$ cat src/rtl/drop_scheduler.sv
// Game-level spawn/retire controller for the falling-object slots.
// Owns the IDLE/PLAY/OVER game state, per-slot lifecycle, score, lives and the LFSR.
module drop_scheduler #(
    parameter int unsigned N            = 4,
    parameter int unsigned SPAWN_CYCLES = 25000000,
    parameter logic [15:0] LFSR_SEED    = 16'hACE1
) (
    input  logic              clk,
    input  logic              reset,
    input  logic              start,
    input  logic [N-1:0]      slot_point,
    input  logic [N-1:0]      slot_bottom,
    output logic [N-1:0]      slot_enable,
    output logic [N-1:0]      slot_reset,
    output logic [10*N-1:0]   slot_x,
    output logic [3*N-1:0]    slot_shape,
    output logic [3*N-1:0]    slot_color,
    output logic [10*N-1:0]   slot_speed,
    output logic [10*N-1:0]   slot_delay,
    output logic [9:0]        score,
    output logic [1:0]        lives,
    output logic              playing,
    output logic              game_over
);

    localparam int unsigned CNT_W = (SPAWN_CYCLES > 1) ? $clog2(SPAWN_CYCLES) : 1;
    localparam int unsigned CW    = $clog2(N + 1);
    localparam logic [CNT_W-1:0] CNT_LAST  = CNT_W'(SPAWN_CYCLES - 1);
    localparam logic [9:0]       SCORE_MAX = 10'd999;

    typedef enum logic [1:0] {G_IDLE, G_PLAY, G_OVER} game_e;
    typedef enum logic [1:0] {S_FREE, S_LOAD, S_ACTIVE, S_RETIRE} slot_e;

    game_e             game_q, game_d;
    slot_e             slot_q [N];
    slot_e             slot_d [N];
    logic [N-1:0]      caught_q, caught_d;
    logic [CNT_W-1:0]  cnt_q, cnt_d;
    logic [15:0]       lfsr_q, lfsr_d;
    logic [9:0]        score_q, score_d;
    logic [1:0]        lives_q, lives_d;
    logic [N-1:0]      slot_enable_q, slot_enable_d;
    logic [N-1:0]      slot_reset_q, slot_reset_d;
    logic [10*N-1:0]   slot_x_q, slot_x_d;
    logic [3*N-1:0]    slot_shape_q, slot_shape_d;
    logic [3*N-1:0]    slot_color_q, slot_color_d;
    logic [10*N-1:0]   slot_speed_q, slot_speed_d;
    logic              playing_q, playing_d;
    logic              game_over_q, game_over_d;

    logic              in_play, stay_play, enter_play, spawn, taken;
    logic [1:0]        level;
    logic [9:0]        new_x, new_speed;
    logic [2:0]        new_shape, new_color;
    logic [CW-1:0]     n_catch, n_miss;
    logic [10:0]       score_sum;

    // Next-state for game, slots, counters and registered outputs
    always_comb begin
        game_d        = game_q;
        slot_d        = slot_q;
        caught_d      = caught_q;
        lfsr_d        = {lfsr_q[14:0], lfsr_q[15] ^ lfsr_q[13] ^ lfsr_q[12] ^ lfsr_q[10]};
        score_d       = score_q;
        lives_d       = lives_q;
        slot_x_d      = slot_x_q;
        slot_shape_d  = slot_shape_q;
        slot_color_d  = slot_color_q;
        slot_speed_d  = slot_speed_q;
        taken         = 1'b0;
        n_catch       = '0;
        n_miss        = '0;
        score_sum     = '0;

        unique case (game_q)
            G_IDLE:  if (start) game_d = G_PLAY;
            G_PLAY:  if (lives_q == 2'd0) game_d = G_OVER;
            G_OVER:  if (start) game_d = G_PLAY;
            default: game_d = G_IDLE;
        endcase

        in_play    = (game_q == G_PLAY);
        stay_play  = in_play && (game_d == G_PLAY);
        enter_play = !in_play && (game_d == G_PLAY);
        spawn      = in_play && (cnt_q == CNT_LAST);
        cnt_d      = (stay_play && !spawn) ? cnt_q + CNT_W'(1) : '0;

        level     = (score_q >= 10'd24) ? 2'd3 : score_q[4:3];
        new_speed = 10'(3'd4 - 3'(level));
        new_x     = 10'(lfsr_q[8:0]) + 10'(lfsr_q[5:0]);
        new_shape = (lfsr_q[11:10] == 2'd3) ? 3'd0 : 3'(lfsr_q[11:10]);
        new_color = (lfsr_q[14:12] == 3'd0) ? 3'b111 : lfsr_q[14:12];

        for (int i = 0; i < N; i++) begin
            unique case (slot_q[i])
                S_FREE: begin
                    if (spawn && !taken) begin
                        slot_d[i] = S_LOAD;
                        taken     = 1'b1;
                    end
                end
                S_LOAD: begin
                    slot_d[i]               = S_ACTIVE;
                    slot_x_d[10*i +: 10]    = new_x;
                    slot_shape_d[3*i +: 3]  = new_shape;
                    slot_color_d[3*i +: 3]  = new_color;
                    slot_speed_d[10*i +: 10] = new_speed;
                end
                S_ACTIVE: begin
                    if (slot_point[i] || slot_bottom[i]) begin
                        slot_d[i]   = S_RETIRE;
                        caught_d[i] = slot_point[i];
                    end
                end
                default: begin
                    slot_d[i] = S_FREE;
                    if (caught_q[i]) n_catch = n_catch + CW'(1);
                    else             n_miss  = n_miss + CW'(1);
                end
            endcase
            if (game_d != G_PLAY) slot_d[i] = S_FREE;
        end

        // Retirements land one cycle after RETIRE is entered
        if (enter_play) begin
            score_d = '0;
            lives_d = 2'd3;
        end else if (in_play) begin
            score_sum = 11'(score_q) + 11'(n_catch);
            score_d   = (score_sum > 11'(SCORE_MAX)) ? SCORE_MAX : score_sum[9:0];
            lives_d   = (4'(n_miss) >= 4'(lives_q)) ? 2'd0 : lives_q - 2'(n_miss);
        end

        for (int i = 0; i < N; i++) begin
            slot_enable_d[i] = (slot_d[i] == S_ACTIVE);
            slot_reset_d[i]  = (slot_d[i] != S_ACTIVE);
        end
        playing_d   = (game_d == G_PLAY);
        game_over_d = (game_d == G_OVER);
    end

    always_ff @(posedge clk or negedge reset) begin
        if (!reset) begin
            game_q        <= G_IDLE;
            for (int i = 0; i < N; i++) slot_q[i] <= S_FREE;
            caught_q      <= '0;
            cnt_q         <= '0;
            lfsr_q        <= LFSR_SEED;
            score_q       <= '0;
            lives_q       <= 2'd3;
            slot_enable_q <= '0;
            slot_reset_q  <= '1;
            slot_x_q      <= '0;
            slot_shape_q  <= '0;
            slot_color_q  <= '0;
            slot_speed_q  <= {N{10'd4}};
            playing_q     <= 1'b0;
            game_over_q   <= 1'b0;
        end else begin
            game_q        <= game_d;
            slot_q        <= slot_d;
            caught_q      <= caught_d;
            cnt_q         <= cnt_d;
            lfsr_q        <= lfsr_d;
            score_q       <= score_d;
            lives_q       <= lives_d;
            slot_enable_q <= slot_enable_d;
            slot_reset_q  <= slot_reset_d;
            slot_x_q      <= slot_x_d;
            slot_shape_q  <= slot_shape_d;
            slot_color_q  <= slot_color_d;
            slot_speed_q  <= slot_speed_d;
            playing_q     <= playing_d;
            game_over_q   <= game_over_d;
        end
    end

    assign slot_enable = slot_enable_q;
    assign slot_reset  = slot_reset_q;
    assign slot_x      = slot_x_q;
    assign slot_shape  = slot_shape_q;
    assign slot_color  = slot_color_q;
    assign slot_speed  = slot_speed_q;
    assign slot_delay  = '0;
    assign score       = score_q;
    assign lives       = lives_q;
    assign playing     = playing_q;
    assign game_over   = game_over_q;

endmodule

$ cat config.mk
export PLATFORM = sky130hd
export DESIGN_NAME = drop_scheduler
export DESIGN_NICKNAME = d
export VERILOG_FILES = /design/src/rtl/drop_scheduler.sv
export SDC_FILE = /design/constraint.sdc
export NUM_CORES = 1
export LEC_CHECK = 0
export ABC_AREA = 1
export CORE_UTILIZATION = 54
export DETAILED_ROUTE_END_ITERATION = 12
export GPL_TIMING_DRIVEN = 0
export PLACE_DENSITY = 0.95
export SYNTH_ARGS = -nofsm -noshare
export SYNTH_HDL_FRONTEND = slang
export SYNTH_SLANG_ARGS = --single-unit
$ cat constraint.sdc
create_clock -name clk -period 7.5 [get_ports clk]
set_input_delay 1.5 -clock clk [delete_from_list [all_inputs] [get_ports clk]]
set_output_delay 1.5 -clock clk [all_outputs]
set_load 0.1 [all_outputs]
==> results.cfg, run 1 <==
[layout]
drive_above_1_share = 0.154
regArea_sq_um = 3650
num-fill-cells = 915
fin_nets = 1093
layout_commonest_cell = nand2_1
fin_cells = 1237
final_area_sq_um = 9530
antenna_cells = 0
multi_input_area_sq_um = 3100
area_delta_synth_final_pct = 28.7
layout_common_cells = nand2_1, dfrtp_1, clkdlybuf4s50_1

[cts]
cts_max_path_buffers = 2
worstSkewPairLatency_ps = 430
post_cts_buffers = 0
cts_buffers = 17
clock_sinks = 145
cts.reportedPaths.clkPinSlew_ps = 70
ctsResizeCount = 0
htree_num_levels = 4
hold_buffers = 0
root_buffer = clkbuf_16
cts_tree = built

[route]
wl_per_cell_microns = 14.6
routed_wl_mm = 18.1
antenna_left = 0
via_per_inst = 5.02
drc = 0
num_vias = 6213
first_pass_iters = 6
drtIter0Drc = 728

[worst_setup_path]
reg2reg_depth = 20
endpoint_kind = flop
startpoint_type = flop
max_stage_delay_ps = 450
path_common_cell = nand2_1
crit_slowest_cell = dfrtp_1
cp_max_fo = 9
regToRegEndpoint = score[4]
r2r_setup_slack_ps = 3340
worstPathArrival_ps = 4460
worstPathCellList = ha_1 -> nand2_1 -> inv_1 -> ha_1 -> nand2_1 -> o21ai_1 -> ha_1 -> o21ai_0 -> inv_1 -> ha_1 -> nand2_1 -> o21ai_0 -> inv_1 -> fa_1 -> inv_1 -> nand3_1 -> nand2_1 -> nand4_1 -> nand2_1 -> o22ai_1
worstPathRequired_ps = 7800
worstReg2RegStart = slot_q[6]
crit_type = reg2reg

[floorplanning]
core-area_sq_um = 13300
dieArea_sq_um = 14200
initial_core_util = 0.557
io_pins = 177
rows = 42
fp.dieW_microns = 119
die_y_microns = 119

[global_route]
grt_start_max_net_pins = 86
grt_usage = 0.272
antenna_found_initial = 0
grt_pass1_vias = 6145
grt-ovfl-total = 0
grt_pass1_wl_mm = 30.0

[pwr]
p_leak_nw = 4.90
p_total_w = 0.00300
power_density_nw_per_um2 = 315
ir_worst_vdd_mv = 0.237

[timing]
timing.final.ws_setup_ps = 3340
finClkSkew_ps = 8.90
timing.fmax_mhz = 240
worst_slew_pin_slew_ps = 1010
fin_setup_tns_ps = 0
slew_headroom = 0.323
period_minus_slack_ps = 4160
finalCritPeriodShare = 0.555
slew_viol_final = 0
setup_viol = 0
rsz0062_at_grt = no
finalHoldViolCount = 0

[place]
dpl_worst_slack_ps = 3560
gp_congestion = 0.916
post-dp-hpwl_mm = 12.5
dpl.cell_count = 1205
place_area_sq_um = 8940
io_buffer_count = 100

[flow_run]
maxCapViolations = 0

[synthesis]
synth.distinct_cells = 42
yosys_warnings = 0
syn_avg_cell_area_sq_um = 8.69
ys_seq_elements = 145
syn_inst = 853
synth.largest_area_cell = dfrtp_1
netlist_area_sq_um = 7410
synth_top_area_share = 0.429
synthTopCellsByArea = dfrtp_1, nand2_1, buf_4
ys_seq_area_frac = 0.493

[min_path]
min_path_cells = 0
hold_path.class = reg2reg
hold_start = lfsr_q[9]
worst_hold_path.endpoint = lfsr_q[10]

[run_status]
status = finished clean
[sequential cells by signal (all words and copies together) (netlist names), 8 cells and up]
signal,cells
slot_x,36
cnt_q,25
lfsr_q,16
slot_color,12
slot_speed,12
score,10
slot_q,8
slot_shape,8
[how the worst max path moves through the flow]
stage / start / endpoint / slack [ps] / cells past startpoint
floorplan: slot_q[6] / score[4] / 4020 / 24
CTS: slot_q[6] / score[5] / 3440 / 27
finish: slot_q[6] / score[4] / 3340 / 20
global route: slot_q[6] / score[0] / 3120 / 27
detailed placement: slot_q[6] / score[4] / 3560 / 24
global placement: reset / slot_enable[0] / -570 / 1
[final cells by class]
type | instances | area share
sequential | 145 | 0.383
multi-input combinational | 611 | 0.325
timing repair buffer | 101 | 0.108
buffer | 91 | 0.0666
clock buffer | 19 | 0.0465
inverter | 81 | 0.0320
tap | 176 | 0.0231
clock inverter | 13 | 0.0156
[layer usage]
| metal | track usage | routed length (microns) |
|---|---|---|
| met5 | 0 | 0 |
| met1 | 0.325 | 7200 |
| met2 | 0.478 | 9620 |
| met3 | 0.0618 | 884 |
| met4 | 0.0941 | 350 |
[Yosys cell counts (all sizes together)]
cell    number
a21boi       1
a21oi        6
a22o         4
a22oi        2
a31oi        3
buf         78
clkbuf      13
clkinv       1
conb         1
dfrtp      127
dfstp       18
fa           1
ha          33
inv         80
mux2         1
nand2      286
nand3       25
nand3b       4
nand4       14
nor2        63
nor3        11
nor3b        4
nor4         5
o21ai       32
o21bai       3
o22ai        2
o31ai        7
or2          2
xnor2       11
xor2        15
[stage by stage]
stage           util  hold slack, ps
6_report       0.717             360
5_1_grt        0.717             381
2_1_floorplan      -             333
4_1_cts        0.717             367
3_3_place_gp   0.670             339
3_5_place_dp   0.672             344
[cells by family (layout without fill, tap and decap cells)]
group           count (synthesis)  in the layout  synth area share
simple gates                  414            414             0.240
buf+inv                       172            305             0.127
compound gates                 60             60            0.0495
other cells                     1             76          0.000506
flops                         145            145             0.493
xor+xnor                       26             26            0.0307
fa+ha+maj                      34             34            0.0584
mux                             1              1           0.00152
[power by group]
part / leakage, nW / switching (W) / internal [W] / total [W]
Combinational: 2.67 / 0.000945 / 0.000265 / 0.00121
Sequential: 1.94 / 0.0000719 / 0.000864 / 0.000936
Clock: 0.287 / 0.000352 / 0.000505 / 0.000857
Total: 4.90 / 0.00137 / 0.00163 / 0.00300
[critical path, delay by kind of cell (launching register included)]
family	cells	cell delay, ps
and+or+nand+nor	7	1080
buffers and inverters	4	310
AOI/OAI and AO/OA	4	670
adders and majority gates	5	1530
DFF	1	450
Power figures use the tool's default switching activity.
==> run 2, diff against run 1 <==
CORE_UTILIZATION = 50   (was 54)
PLACE_DENSITY = 0.9   (was 0.95)
clock period = 4 ns   (was 7.5 ns; I/O delays follow)
==> results.cfg, run 2 (same netlist as run 1, synthesis figures left out) <==
[route]
antenna_left = 0
drtIter0Drc = 480
wl_met3_microns = 902
routed-wl-met2_mm = 8.46
num_vias = 6070
routed_wl_mm = 16.5
via_per_inst = 4.87
wl_per_cell_microns = 13.3
routed.top_layer = met4
drc = 0
drt-met1-wl_mm = 6.88
first_pass_iters = 6

[pwr]
clkPwrFrac = 0.280
p_comb_frac = 0.408
p_leak_nw = 4.89
power_density_nw_per_um2 = 586
power_switching_w = 0.00253
p_sw_frac = 0.452
ir_worst_vdd_mv = 0.426
pwr-share-seq = 0.313
internal_power_w = 0.00307
p_total_w = 0.00560

[place]
io_buffer_count = 100
gp_congestion = 0.897
post-dp-hpwl_mm = 12.0

[global_route]
grt_pass1_vias = 5735
antenna_found_initial = 0
grt_start_max_net_pins = 94
grt_pass1_wl_mm = 26.7
grt_usage = 0.227
grt-ovfl-total = 0

[cts]
cts.reportedPaths.clkPinSlew_ps = 60
cts_buffers = 17
root_buffer = clkbuf_16
cts_max_path_buffers = 2
hold_buffers = 0
worstSkewPairLatency_ps = 430
cts_tree = built
htree_num_levels = 4
clock_sinks = 145

[floorplanning]
core-area_sq_um = 14500
io_pins = 177
fp.dieW_microns = 124
rows = 44
dieArea_sq_um = 15300
initial_core_util = 0.512
die_y_microns = 124

[timing]
timing.fmax_mhz = 273
finalCritPeriodShare = 0.916
slew_headroom = 0.312
rsz0062_at_grt = no
worst_slew_pin_slew_ps = 1030
slew_viol_final = 0
period_minus_slack_ps = 3670
setup_viol = 0
finClkSkew_ps = 7.18
finalHoldViolCount = 0

[min_path]
hold_path.class = in2async

[run_status]
status = finished clean

[worst_setup_path]
regToRegEndpoint = score[8]
reg2reg_depth = 27
cp_max_fo = 6
worstReg2RegStart = slot_q[6]
worstPathArrival_ps = 4030
r2r_setup_slack_ps = 330
crit_type = reg2reg
endpoint_kind = flop
startpoint_type = flop
worstPathRequired_ps = 4360

[layout]
antenna_cells = 0
largest_reg_flops = 36
area_delta_synth_final_pct = 29.0
layout_commonest_cell = nand2_1
fin_nets = 1094
drive_above_1_share = 0.159
fin_util = 0.660
layout_common_cells = nand2_1, dfrtp_1, clkdlybuf4s50_1

[flow_run]
maxCapViolations = 0
## run 2: cell types whose count changed in the layout (fill, tap and decap cells not counted), sizes merged
cell and delta:
clkinvlp +1, buf +1, inv -3, clkbuf +2
## run 2: timing repair
item | in CTS | in global routing
buffers inserted | 0 | 1
resized for setup | 0 | 9
setup endpoints to repair | 0 | 10
## run 2: worst max-delay path, stage by stage, from the launching register on
cell      delay (ps)
dfrtp_2          440
ha_1             220
nand2_1          100
inv_1             50
ha_1             270
nand2_1           80
o21ai_2           80
ha_1             290
o21ai_2          170
inv_1             60
ha_1             270
nand2_1           60
o21ai_2           70
inv_1             90
fa_2             360
inv_1             80
nand2_1           60
nand2_2           90
nand2_1           60
nand2_1           60
nand2_1           70
inv_1             60
nand2_1           60
nor2_2           100
nand2_2          110
nand3b_1         100
nand2_1           60
nand2_1           80
## run 2: power groups by stage
stage	Sequential, W	Combinational, W	Clock (W)
detailed placement	0.00177	0.00225	0
global placement	0.00177	0.00221	0
floorplan	0.00250	0.00100	0
global route	0.00177	0.00242	0.00164
finish	0.00175	0.00228	0.00157
CTS	0.00175	0.00227	0.00159
## run 2: stage by stage
| stage | instance area, sq um | hold slack [ps] | setup slack, ps | instances | TNS [ps] |
|---|---|---|---|---|---|
| floorplan | 7690 | 333 | 523 | 928 | 0 |
| global placement | 8920 | 348 | -3450 | 1212 | -467860 |
| detailed placement | 8950 | 338 | 156 | 1213 | 0 |
| CTS | 9530 | 316 | 65.9 | 1245 | 0 |
| global route | 9560 | 339 | 28.4 | 1246 | 0 |
| finish | 9560 | 307 | 334 | 1246 | 0 |
## run 2: area by class of cell
type | count | area, sq um
clock buffers | 21 | 450
repair buffers | 102 | 1040
flip-flops and latches | 145 | 3650
clock inverters | 11 | 131
inverters | 81 | 305
well taps | 184 | 230
multi-input cells | 611 | 3120
plain buffers | 91 | 634
fillers | 1117 | 4920
## run 2: how the worst max path moves through the flow
stage / endpoint / cells past startpoint / slack, ps / from
2_1_floorplan: score[4] / 24 / 520 / slot_q[6]
3_3_place_gp: cnt_q[2] / 1 / -3450 / reset
3_5_place_dp: score[3] / 26 / 160 / slot_q[6]
4_1_cts: score[3] / 26 / 70 / slot_q[6]
5_1_grt: score[8] / 27 / 30 / slot_q[6]
6_report: score[8] / 27 / 330 / slot_q[6]
## run 2: per-layer routing
metal,up-vias,global-route usage
li1,2928,-
met1,2897,0.283
met2,214,0.388
met3,31,0.0467
met4,0,0.0836
met5,-,0
==> run 3, diff against run 2 <==
--- a/config.mk
+++ b/config.mk
@@ -7,3 +7,2 @@
 export LEC_CHECK = 0
-export ABC_AREA = 1
 export CORE_UTILIZATION = 50
@@ -11,3 +10,3 @@
 export GPL_TIMING_DRIVEN = 0
-export PLACE_DENSITY = 0.9
+export PLACE_DENSITY = 0.91
 export SYNTH_ARGS = -nofsm -noshare
==> constraint.sdc (replaced) <==
create_clock -name clk -period 4 [get_ports clk]
set_input_delay 0.4 -clock clk [delete_from_list [all_inputs] [get_ports clk]]
set_output_delay 0.4 -clock clk [all_outputs]
set_load 0.1 [all_outputs]
==> results.cfg, run 3 <==
[run_status]
status = finished, violations left
violations = hold timing

[timing]
timing.fmax_mhz = 261
timing.final.ws_setup_ps = 170
finalCritPeriodShare = 0.958
setup_viol = 0
worst_slew_pin_slew_ps = 1050
finClkSkew_ps = 10.4
slew_viol_final = 0
slew_headroom = 0.301
fin_setup_tns_ps = 0
finalHoldViolCount = 18
period_minus_slack_ps = 3830
timing.hold.ws_ps = -30.8

[floorplanning]
core-area_sq_um = 13900
die_y_microns = 122
fp.dieW_microns = 122
rows = 43
io_pins = 177
dieArea_sq_um = 14800
initial_core_util = 0.514

[layout]
layout_common_cells = dfrtp_1, clkdlybuf4s50_1, buf_4
num-fill-cells = 967
largest_reg_flops = 36
antenna_cells = 0
drive_above_1_share = 0.247
area_delta_synth_final_pct = 31.1
final_area_sq_um = 9390
layout_commonest_cell = dfrtp_1
fin_nets = 894

[pwr]
ir_worst_vdd_mv = 0.310
p_leak_nw = 4.63
power_density_nw_per_um2 = 416
p_total_w = 0.00390

[synthesis]
synthTopCellsByArea = dfrtp_1, buf_4, mux2_2
synth-async-reset-ratio = 1.00
yosys_warnings = 0
syn_inst = 647
syn_avg_cell_area_sq_um = 11.1
synth_top_area_share = 0.444
netlist_area_sq_um = 7160
synth_commonest_cells = dfrtp_1, buf_4, nor2_1, mux2_2, a21oi_1
ys_seq_area_frac = 0.510
synth-main-ff-cell = dfrtp_1
synth_enable_flop_cells = 0
synth.distinct_cells = 61
synth.largest_area_cell = dfrtp_1
ys_seq_elements = 145
synthMostInstantiatedCell = dfrtp_1

[route]
antenna_left = 0
drtIter0Drc = 317
num_vias = 5165
wl_per_cell_microns = 15.4
routed_wl_mm = 16.0
drc = 0
via_per_inst = 4.96
first_pass_iters = 7

[global_route]
grt_pass1_vias = 5023
grt_pass1_wl_mm = 25.4
grt-ovfl-total = 0
grt_usage = 0.225
antenna_found_initial = 0
grt_start_max_net_pins = 75

[cts]
worstSkewPairLatency_ps = 430
cts_tree = built
root_buffer = clkbuf_16
htree_num_levels = 4
clock_sinks = 145
cts_max_path_buffers = 2
cts_buffers = 17
cts.reportedPaths.clkPinSlew_ps = 60

[worst_setup_path]
r2r_setup_slack_ps = 170
worstPathArrival_ps = 4120
endpoint_kind = flop
reg2reg_depth = 19
startpoint_type = flop
cp_max_fo = 6
crit_type = reg2reg
worstPathRequired_ps = 4290

[place]
gp_congestion = 0.853
place_area_sq_um = 8700
post-dp-hpwl_mm = 10.8
io_buffer_count = 100
dpl_worst_slack_ps = -161

[min_path]
hold_path.class = in2async

[flow_run]
maxCapViolations = 0
[run 3: cell types whose count changed after synthesis, sizes merged, moves of 11 or more]
cell,delta
mux2,+47
a21oi,+32
nand2,-250
and3,+14
nand3,-13
and2,+16
xnor2,+11
inv,-56
o21ai,-20
[run 3: worst paths after layout]
| kind | from | endpoint |
|---|---|---|
| min in group clk | lfsr_q[9] | lfsr_q[10] |
| worst max register to register | slot_q[7] | score[1] |
| worst min-delay path | reset | lfsr_q[2] |
| worst min register to register | lfsr_q[9] | lfsr_q[10] |
| max in group asynchronous | reset | lfsr_q[11] |
| worst max-delay path | slot_q[7] | score[1] |
[run 3: per-stage QoR]
step | util | instances
6_report | 0.674 | 1042
5_1_grt | 0.674 | 1042
4_1_cts | 0.670 | 1040
3_5_place_dp | 0.624 | 1003
3_3_place_gp | 0.622 | 1002
2_1_floorplan | - | 722
[run 3: routing by layer]
| metal | wire length [microns] | vias up | track usage |
|---|---|---|---|
| met5 | 0 | - | 0 |
| met4 | 341 | 0 | 0.0764 |
| met3 | 815 | 31 | 0.0590 |
| met2 | 8250 | 154 | 0.387 |
| met1 | 6640 | 2534 | 0.272 |
| li1 | - | 2446 | - |
[run 3: layout make-up]
class / count / area [sq um] / share of cell area
multi-input combinational: 462 / 3130 / 0.334
timing repair buffer: 108 / 1090 / 0.116
inverter: 24 / 90.1 / 0.00959
clock inverter: 14 / 144 / 0.0153
tap: 180 / 225 / 0.0240
sequential: 145 / 3650 / 0.389
clock buffer: 18 / 429 / 0.0457
buffer: 91 / 633 / 0.0674
[run 3: power by group]
part | total (W) | switching, W | internal, W
Clock | 0.00155 | 0.000672 | 0.000876
Sequential | 0.00156 | 0.0000491 | 0.00151
Combinational | 0.000797 | 0.000625 | 0.000172
[run 3: critical path, stage by stage (launching register included)]
cell and delay (ps):
dfrtp_1 410, ha_2 200, nand2_2 80, inv_1 40
ha_1 260, nand2_1 70, o21ai_2 70, ha_1 260
mux2_2 270, ha_1 280, mux2_2 310, inv_1 110
fa_2 250, nor2b_4 70, o21ba_2 210, o311ai_2 290
o311ai_4 180, nand4_4 130, buf_6 130, o221ai_1 90
[run 3: cell families after synthesis]
family,share of synthesized area
AND/OR/NAND/NOR,0.133
flip-flops,0.510
buffers and inverters,0.101
AO/OA/AOI/OAI,0.0772
multiplexers,0.0754
XOR/XNOR,0.0428
adder cells (fa/ha/maj),0.0604
other,0.000523
[run 3: timing repair]
action	CTS	global route
pin swaps	3	5
endpoints found under the setup margin	8	7
hold buffers	0	0
setup buffers	5	2
gates resized for setup	6	8
